--- config.mk ---
export PLATFORM = sky130hd
export DESIGN_NAME = score_keeper_flat
export DESIGN_NICKNAME = d
export VERILOG_FILES = /design/src/rtl/score_keeper_if.sv /design/src/rtl/score_keeper.sv /design/src/flat_wrapper.sv
export SDC_FILE = /design/constraint.sdc
export NUM_CORES = 1
export LEC_CHECK = 0
export ABC_AREA = 0
export BUFFER_PORTS_ARGS = -buffer_cell sky130_fd_sc_hd__buf_2
export CAP_MARGIN = 15
export CORE_MARGIN = 2
export CORE_UTILIZATION = 30
export DETAILED_ROUTE_END_ITERATION = 10
export GPL_ROUTABILITY_DRIVEN = 0
export SLEW_MARGIN = 20
export SYNTH_ARGS = -nofsm -noshare
export SYNTH_HDL_FRONTEND = slang
export SYNTH_SLANG_ARGS = --single-unit
--- constraint.sdc ---
create_clock -name clk -period 2.5 [get_ports clk]
set_input_delay 0.375 -clock clk [delete_from_list [all_inputs] [get_ports clk]]
set_output_delay 0.375 -clock clk [all_outputs]
set_load 0.02 [all_outputs]
--- src/rtl/score_keeper_if.sv ---
// Connection between score_keeper and its neighbours: menu/physics controls in,
// score, overlay and rally-control flags out.
interface score_keeper_if;
    logic       enable_game;
    logic       reset_game;
    logic       floor_left;
    logic       floor_right;
    logic [4:0] score_left;
    logic [4:0] score_right;
    logic       flag_point;
    logic       freeze;
    logic       serve_left;
    logic       endgame;
    logic       winner_left;

    modport master (
        output enable_game, reset_game, floor_left, floor_right,
        input  score_left, score_right, flag_point, freeze, serve_left, endgame, winner_left
    );

    modport slave (
        input  enable_game, reset_game, floor_left, floor_right,
        output score_left, score_right, flag_point, freeze, serve_left, endgame, winner_left
    );
endinterface

--- src/rtl/score_keeper.sv ---
// Match scoring and rally sequencing: counts points from floor contacts, holds the
// rally frozen for a fixed time after each point and decides the match winner.
module score_keeper #(
    parameter int unsigned WIN_SCORE     = 15,
    parameter int unsigned WIN_MARGIN    = 2,
    parameter int unsigned FREEZE_CYCLES = 65_000_000,
    parameter int unsigned CNT_W         = 26
) (
    input logic           clk,
    input logic           rst,
    score_keeper_if.slave bus
);

    localparam int unsigned      MARGIN_EFF = (WIN_MARGIN == 0) ? 1 : WIN_MARGIN;
    localparam logic signed [5:0] MARGIN_S  = 6'(MARGIN_EFF);
    localparam logic [4:0]       WIN_S      = 5'(WIN_SCORE);
    localparam logic [CNT_W-1:0] CNT_LAST   = CNT_W'(FREEZE_CYCLES - 1);

    typedef enum logic [1:0] {StIdle, StPlay, StPoint, StOver} state_e;

    state_e           state_q, state_d;
    logic [CNT_W-1:0] cnt_q, cnt_d;
    logic [4:0]       sl_q, sl_d, sr_q, sr_d;
    logic             flag_q, flag_d;
    logic             freeze_q, freeze_d;
    logic             serve_q, serve_d;
    logic             endgame_q, endgame_d;
    logic             winner_q, winner_d;

    logic signed [5:0] diff_l, diff_r;
    logic              win_l, win_r;

    function automatic logic [4:0] sat_inc(input logic [4:0] v);
        return (v == 5'd31) ? v : v + 5'd1;
    endfunction

    // Scores are already updated when the freeze expires, so judge the registered values.
    assign diff_l = $signed({1'b0, sl_q}) - $signed({1'b0, sr_q});
    assign diff_r = $signed({1'b0, sr_q}) - $signed({1'b0, sl_q});
    assign win_l  = (sl_q >= WIN_S) && (diff_l >= MARGIN_S);
    assign win_r  = (sr_q >= WIN_S) && (diff_r >= MARGIN_S);

    always_comb begin
        state_d   = state_q;
        cnt_d     = cnt_q;
        sl_d      = sl_q;
        sr_d      = sr_q;
        flag_d    = flag_q;
        freeze_d  = freeze_q;
        serve_d   = serve_q;
        endgame_d = endgame_q;
        winner_d  = winner_q;

        case (state_q)
            StIdle: begin
                freeze_d = 1'b1;
                if (bus.enable_game) begin
                    state_d  = StPlay;
                    freeze_d = 1'b0;
                end
            end
            StPlay: begin
                if (!bus.enable_game) begin
                    state_d  = StIdle;
                    cnt_d    = '0;
                    flag_d   = 1'b0;
                    freeze_d = 1'b1;
                end else if (bus.floor_left ^ bus.floor_right) begin
                    state_d  = StPoint;
                    cnt_d    = '0;
                    flag_d   = 1'b1;
                    freeze_d = 1'b1;
                    if (bus.floor_right) begin
                        sl_d    = sat_inc(sl_q);
                        serve_d = 1'b1;
                    end else begin
                        sr_d    = sat_inc(sr_q);
                        serve_d = 1'b0;
                    end
                end
            end
            StPoint: begin
                if (!bus.enable_game) begin
                    state_d  = StIdle;
                    cnt_d    = '0;
                    flag_d   = 1'b0;
                    freeze_d = 1'b1;
                end else if (cnt_q == CNT_LAST) begin
                    cnt_d  = '0;
                    flag_d = 1'b0;
                    if (win_l || win_r) begin
                        state_d   = StOver;
                        endgame_d = 1'b1;
                        winner_d  = win_l;
                        freeze_d  = 1'b1;
                    end else begin
                        state_d  = StPlay;
                        freeze_d = 1'b0;
                    end
                end else begin
                    cnt_d = cnt_q + CNT_W'(1);
                end
            end
            StOver: begin
                endgame_d = 1'b1;
                freeze_d  = 1'b1;
                flag_d    = 1'b0;
            end
            default: begin
                state_d = StIdle;
            end
        endcase
    end

    always_ff @(posedge clk) begin
        if (rst || bus.reset_game) begin
            state_q   <= StIdle;
            cnt_q     <= '0;
            sl_q      <= '0;
            sr_q      <= '0;
            flag_q    <= 1'b0;
            freeze_q  <= 1'b1;
            serve_q   <= 1'b1;
            endgame_q <= 1'b0;
            winner_q  <= 1'b0;
        end else begin
            state_q   <= state_d;
            cnt_q     <= cnt_d;
            sl_q      <= sl_d;
            sr_q      <= sr_d;
            flag_q    <= flag_d;
            freeze_q  <= freeze_d;
            serve_q   <= serve_d;
            endgame_q <= endgame_d;
            winner_q  <= winner_d;
        end
    end

    assign bus.score_left  = sl_q;
    assign bus.score_right = sr_q;
    assign bus.flag_point  = flag_q;
    assign bus.freeze      = freeze_q;
    assign bus.serve_left  = serve_q;
    assign bus.endgame     = endgame_q;
    assign bus.winner_left = winner_q;

endmodule

--- src/flat_wrapper.sv ---
// flat-port wrapper written by rule: the top's interface ports become plain ports
module score_keeper_flat 
#(
    parameter int unsigned WIN_SCORE     = 15,
    parameter int unsigned WIN_MARGIN    = 2,
    parameter int unsigned FREEZE_CYCLES = 65_000_000,
    parameter int unsigned CNT_W         = 26
)
  (clk, rst, bus_enable_game, bus_reset_game, bus_floor_left, bus_floor_right, bus_score_left, bus_score_right, bus_flag_point, bus_freeze, bus_serve_left, bus_endgame, bus_winner_left);
  score_keeper_if bus_i ();
  input logic clk;
  input logic rst;
  input wire logic [$bits(bus_i.enable_game)-1:0] bus_enable_game;
  input wire logic [$bits(bus_i.reset_game)-1:0] bus_reset_game;
  input wire logic [$bits(bus_i.floor_left)-1:0] bus_floor_left;
  input wire logic [$bits(bus_i.floor_right)-1:0] bus_floor_right;
  output wire logic [$bits(bus_i.score_left)-1:0] bus_score_left;
  output wire logic [$bits(bus_i.score_right)-1:0] bus_score_right;
  output wire logic [$bits(bus_i.flag_point)-1:0] bus_flag_point;
  output wire logic [$bits(bus_i.freeze)-1:0] bus_freeze;
  output wire logic [$bits(bus_i.serve_left)-1:0] bus_serve_left;
  output wire logic [$bits(bus_i.endgame)-1:0] bus_endgame;
  output wire logic [$bits(bus_i.winner_left)-1:0] bus_winner_left;
  assign bus_i.enable_game = bus_enable_game;
  assign bus_i.reset_game = bus_reset_game;
  assign bus_i.floor_left = bus_floor_left;
  assign bus_i.floor_right = bus_floor_right;
  assign bus_score_left = bus_i.score_left;
  assign bus_score_right = bus_i.score_right;
  assign bus_flag_point = bus_i.flag_point;
  assign bus_freeze = bus_i.freeze;
  assign bus_serve_left = bus_i.serve_left;
  assign bus_endgame = bus_i.endgame;
  assign bus_winner_left = bus_i.winner_left;
  score_keeper #(.WIN_SCORE(WIN_SCORE), .WIN_MARGIN(WIN_MARGIN), .FREEZE_CYCLES(FREEZE_CYCLES), .CNT_W(CNT_W)) u_core (.clk(clk), .rst(rst), .bus(bus_i));
endmodule
==> flow_summary.ini, run 1 <==
[power]
power.switching_uw = 314
vdd_drop_max_uv = 187
combPwrFrac = 0.067
totalPowerFinal_mw = 1.23
leakage_nw = 1.05
p_clk_frac = 0.369
internal_power_uw = 915
p_sw_frac = 0.255
sequentialPowerShare = 0.564
p_per_area_nw_per_um2 = 412

[clocking]
clock_latency_ns = 0.30
clkSinkCount = 43
clk_pin_slew_ns = 0.09
clock_path_buffers = 2
cts-htree-levels = 2
hold_buffers = 0
cts_tree = done
numCtsBuffers = 5
cts-root-buf = clkbuf_8

[outcome]
status = completed

[die]
die_x_um = 97.1
io-pin-count = 21
start_util = 0.314
core.rowCount = 33
fp.coreArea_um2 = 8300
dieArea_um2 = 9440
die_h_um = 97.1

[logic_synthesis]
ys_top_cells_by_count = dfxtp_1 (43), nor2_1 (42), inv_1 (25)
synth-edff-count = 0
post_synth_num_cell_types = 46
syn-num-nets = 337
ys_ff_latch = 43
synth_top_cell_area_share = 0.331
synth_area_um2 = 2600
syn_inst = 308
synth_area_leaders = dfxtp_1 (33%), ha_1 (10%), xnor2_1 (7.4%), nor2_1 (6.1%), inv_1 (3.6%)
yosysSeqAreaShare = 0.331
yosys.area.top_type = dfxtp_1
async_flop_share = 0
synth_top_flop_cell = dfxtp_1
yosysMostFrequentCell = dfxtp_1
avgSynthCellArea_um2 = 8.45
ys_warn_count = 0

[detailed_routing]
drcViolationCount = 0
ant_nets = 0
avgViaCountPerCell = 4.98
wl_um = 5570
vias = 2212
wl_per_cell_um = 12.5
drtIter0Drc = 130
firstDrtPassIters = 4

[timing]
setup_viol = 0
maxSlewViolCount = 0
period_minus_slack_ns = 2.31
fin_crit_sh = 0.925
hold_viol = 0
finalClockSkew_ns = 0.00734
maxSlewHeadroom = 0.632
fmax_mhz = 432
worstMarginPinSlew_ns = 0.546

[setup_path]
path_class = reg -> reg
r2r_slack_ns = 0.19
r2r-end = u_core.bus.endgame$_SDFFE_PP0P_
reg2reg_from = u_core.bus.score_right[0]$_SDFFE_PP0P_
worstRegToRegCells = 11
crit_arrival_ns = 2.49
path_max_fanout = 6
required_ns = 2.68
end_kind = flop
startpoint_type = flop

[global_routing]
grt_antenna_before_repair = 0
grt_overflow = 0
grt_first_pass_wirelength_um = 10100
grt_pass1_vias = 2173
grt_max_degree = 26
grt_usage = 0.126

[hold_path]
holdCritStartpoint = rst
hp-class = in -> reg
hold_end = u_core.bus.serve_left$_SDFFE_PP1P_
holdPathStages = 4

[placement]
numPortBuffers = 20
dp_hpwl_um = 4180
placed_cells = 435

[final_layout]
fin_cells = 444
diodes = 0
nNetsFinal = 367
area_growth_pct = 14.5
drive_above_1_share = 0.159

[flow_run]
drv_cap = 0
## power groups by stage
| stage | registers (mW) | logic, mW | clock network [mW] |
|---|---|---|---|
| after global placement | 0.709 | 0.0818 | 0 |
| after floorplan | 0.712 | 0.0519 | 0 |
| after detailed placement | 0.709 | 0.0819 | 0 |
| after CTS | 0.693 | 0.0824 | 0.473 |
| final | 0.693 | 0.0818 | 0.454 |
| after global routing | 0.694 | 0.0919 | 0.502 |
## layout make-up
type	instances	area, µm²
Timing Repair Buffer	30	175
Sequential cell	43	863
Clock inverter	3	20.0
Tap cell	105	131
Clock buffer	5	68.8
Inverter	25	93.8
Multi-Input combinational cell	233	1630
Fill cell	884	5320
## flip-flops by register name, summed over array words and instances (netlist names)
name / count
u_core.bus.endgame: 1
u_core.bus.flag_point: 1
u_core.bus.freeze: 1
u_core.bus.score_left: 5
u_core.bus.score_right: 5
u_core.bus.serve_left: 1
u_core.bus.winner_left: 1
u_core.cnt_q: 26
u_core.state_q: 2
## per-stage QoR
stage | TNS [ns] | utilization | hold slack (ns) | area (µm²) | setup WS, ns
floorplan | 0 | - | 0.449 | 2600 | 0.258
global placement | 0 | 0.346 | 0.461 | 2870 | 0.127
detailed placement | 0 | 0.346 | 0.486 | 2870 | 0.0872
CTS | 0 | 0.357 | 0.445 | 2960 | 0.0282
global route | -0.00342 | 0.359 | 0.455 | 2980 | -0.00342
finish | 0 | 0.359 | 0.454 | 2980 | 0.187
## how the worst max path moves through the flow
stage / startpoint / to / slack (ns) / cells past startpoint
final: u_core.bus.score_right[0]$_SDFFE_PP0P_ / u_core.bus.endgame$_SDFFE_PP0P_ / 0.19 / 11
after global routing: u_core.bus.score_right[0]$_SDFFE_PP0P_ / u_core.bus.endgame$_SDFFE_PP0P_ / -0.003 / 11
after CTS: u_core.bus.score_right[0]$_SDFFE_PP0P_ / u_core.bus.endgame$_SDFFE_PP0P_ / 0.03 / 10
after detailed placement: u_core.bus.score_right[0]$_SDFFE_PP0P_ / u_core.bus.endgame$_SDFFE_PP0P_ / 0.09 / 10
after global placement: u_core.bus.score_right[0]$_SDFFE_PP0P_ / u_core.state_q[1]$_SDFFE_PP0P_ / 0.13 / 10
after floorplan: u_core.bus.score_left[0]$_SDFFE_PP0P_ / u_core.bus.winner_left$_SDFFE_PP0P_ / 0.26 / 9
## kinds of logic (layout without fill, tap and decap cells)
group	count (synthesis)	in the layout	share of synthesized area
simple gates	121	121	0.236
compound gates	53	53	0.146
flops	43	43	0.331
buf+inv	32	63	0.0476
xor+xnor	31	31	0.104
fa+ha+maj	23	23	0.116
mux	5	5	0.0192
## placed cells by master, fill, tap and decap left out, types with 3 or more instances in the layout
master	netlist	routed
nand2_1	18	18
xor2_1	9	9
mux2i_1	5	5
and2_1	3	3
or2_2	4	4
clkbuf_8	0	5
nand4_1	8	8
buf_4	0	10
inv_1	25	25
xnor2_1	22	22
nor3_1	10	10
ha_1	21	21
or3_1	8	8
dfxtp_1	43	41
and3_1	4	4
o21ai_0	12	12
nor2_1	42	42
buf_2	2	20
a211oi_1	5	5
nand3_1	13	13
a21oi_1	15	15
## worst max-delay path, stage by stage (launching register included)
cell     delay, ns
dfxtp_2       0.36
inv_1         0.08
ha_1          0.17
inv_1         0.06
fa_2          0.36
a21o_1        0.17
a21oi_1       0.17
xnor2_1       0.09
o41ai_2       0.33
buf_4         0.17
o21a_1        0.14
o22ai_1       0.09
## routing by layer
| layer | part of all wire | vias to the layer above | track usage |
|---|---|---|---|
| li1 | - | 1121 | - |
| met3 | 0.043 | 8 | 0.0302 |
| met1 | 0.48 | 1039 | 0.162 |
| met5 | 0 | - | 0 |
| met4 | 0.012 | 0 | 0.0325 |
| met2 | 0.46 | 44 | 0.212 |
## what timing repair did
item	in CTS	in global routing
buffers inserted	0	1
resized for setup	0	4
endpoints found under the setup margin	0	4
No activity file was read; power rests on OpenSTA's default activity.
==> inputs of run 2 (changes only) <==
--- a/config.mk
+++ b/config.mk
@@ -9,9 +9,10 @@
 export BUFFER_PORTS_ARGS = -buffer_cell sky130_fd_sc_hd__buf_2
 export CAP_MARGIN = 15
 export CORE_MARGIN = 2
-export CORE_UTILIZATION = 30
+export CORE_UTILIZATION = 50
 export DETAILED_ROUTE_END_ITERATION = 10
 export GPL_ROUTABILITY_DRIVEN = 0
+export PLACE_DENSITY = 0.68
 export SLEW_MARGIN = 20
 export SYNTH_ARGS = -nofsm -noshare
 export SYNTH_HDL_FRONTEND = slang
==> flow_summary.ini, run 2 (same netlist as run 1, synthesis figures left out) <==
[global_routing]
grt_first_pass_wirelength_um = 10200
grt_max_degree = 26
grt_antenna_before_repair = 0
grt_overflow = 0
grt_usage = 0.215
grt_pass1_vias = 2210

[final_layout]
fillers = 517
diodes = 0
final_cell_mix = dfxtp_1 (43), nor2_1 (42), inv_1 (25)
nNetsFinal = 368
final_common_cell = dfxtp_1
largest_register_ffs = 26
regMostFlops = u_core.cnt_q
area_growth_pct = 13.9
drive_above_1_share = 0.147
fin_cells = 409

[die]
dieArea_um2 = 5800
die_x_um = 76.1
core.rowCount = 26
start_util = 0.513
die_h_um = 76.1
fp.coreArea_um2 = 5070
io-pin-count = 21

[timing]
period_minus_slack_ns = 2.24
setup_tns_ns = 0
maxSlewViolCount = 0
setup_viol = 0
maxSlewHeadroom = 0.628
grt_setup_unrepaired = false
worstMarginPinSlew_ns = 0.553
hold_viol = 0
fin_crit_sh = 0.896
fmax_mhz = 447
finalClockSkew_ns = 0.0111

[clocking]
hold_buffers = 0
clock_path_buffers = 2
cts_tree = done
clkSinkCount = 43
clk_pin_slew_ns = 0.08
cts-htree-levels = 2
clock_latency_ns = 0.30
numCtsBuffers = 5
cts-root-buf = clkbuf_8
ctsResizeCount = 0
cts_setup_buffers = 0

[setup_path]
path_max_fanout = 6
crit_arrival_ns = 2.44
end_kind = flop
startpoint_type = flop
path_class = reg -> reg
required_ns = 2.70

[detailed_routing]
vias = 2221
wl_um = 5670
firstDrtPassIters = 4
wl_per_cell_um = 13.9
ant_nets = 0
drcViolationCount = 0
drtIter0Drc = 102
avgViaCountPerCell = 5.43

[power]
leakage_nw = 1.07
vdd_drop_max_uv = 505
p_per_area_nw_per_um2 = 440
totalPowerFinal_mw = 1.30

[hold_path]
hp-class = in -> reg

[placement]
dp_hpwl_um = 4280
numPortBuffers = 20
placed_cells = 402

[outcome]
status = completed

[flow_run]
drv_cap = 0
-- run 2: final timing paths --
path | from | endpoint | slack [ns] | cells past startpoint
setup / recovery | u_core.bus.score_right[0]$_SDFFE_PP0P_ | u_core.bus.winner_left$_SDFFE_PP0P_ | 0.26 | 9
hold / removal | bus_floor_right | u_core.bus.serve_left$_SDFFE_PP1P_ | 0.45 | 3
setup reg to reg | u_core.bus.score_right[0]$_SDFFE_PP0P_ | u_core.bus.winner_left$_SDFFE_PP0P_ | 0.26 | 9
hold reg to reg | u_core.cnt_q[1]$_SDFFE_PP0P_ | u_core.cnt_q[1]$_SDFFE_PP0P_ | 0.49 | 2
-- run 2: cell type report --
| type | instances | area, µm² | share of cell area |
|---|---|---|---|
| clock inverters | 1 | 30.0 | 0.0101 |
| clock buffers | 6 | 72.6 | 0.0245 |
| multi-input cells | 233 | 1630 | 0.548 |
| flip-flops and latches | 43 | 861 | 0.290 |
| well taps | 70 | 87.6 | 0.0295 |
| inverters | 25 | 93.8 | 0.0316 |
| repair buffers | 31 | 195 | 0.0658 |
-- run 2: per-stage QoR --
stage	utilization	area [µm²]	worst slack [ns]	hold slack [ns]
floorplan	-	2600	0.258	0.449
global placement	0.563	2860	0.232	0.458
detailed placement	0.563	2860	0.181	0.473
CTS	0.583	2960	0.161	0.442
global route	0.584	2970	0.0546	0.462
finish	0.584	2970	0.261	0.453
-- run 2: metal layers --
layer / part of all wire / vias to the layer above / GRT usage
met1: 0.49 / 1060 / 0.275
met5: 0 / - / 0
met2: 0.47 / 30 / 0.365
met3: 0.029 / 10 / 0.0391
met4: 0.018 / 0 / 0.0727
li1: - / 1121 / -
-- run 2: critical path: stages, from the launching register on --
cell	delay [ns]
dfxtp_1	0.43
ha_1	0.20
inv_1	0.05
fa_1	0.39
xor2_1	0.19
nor3_1	0.15
mux2i_1	0.10
o21ai_1	0.26
o21ai_0	0.14
a31o_2	0.22
-- run 2: report_power, final --
group	internal, mW	switching, mW	total, mW	leakage, nW
logic	0.0347	0.0522	0.0869	0.671
registers	0.689	0.00495	0.694	0.347
clock network	0.293	0.231	0.524	0.0513
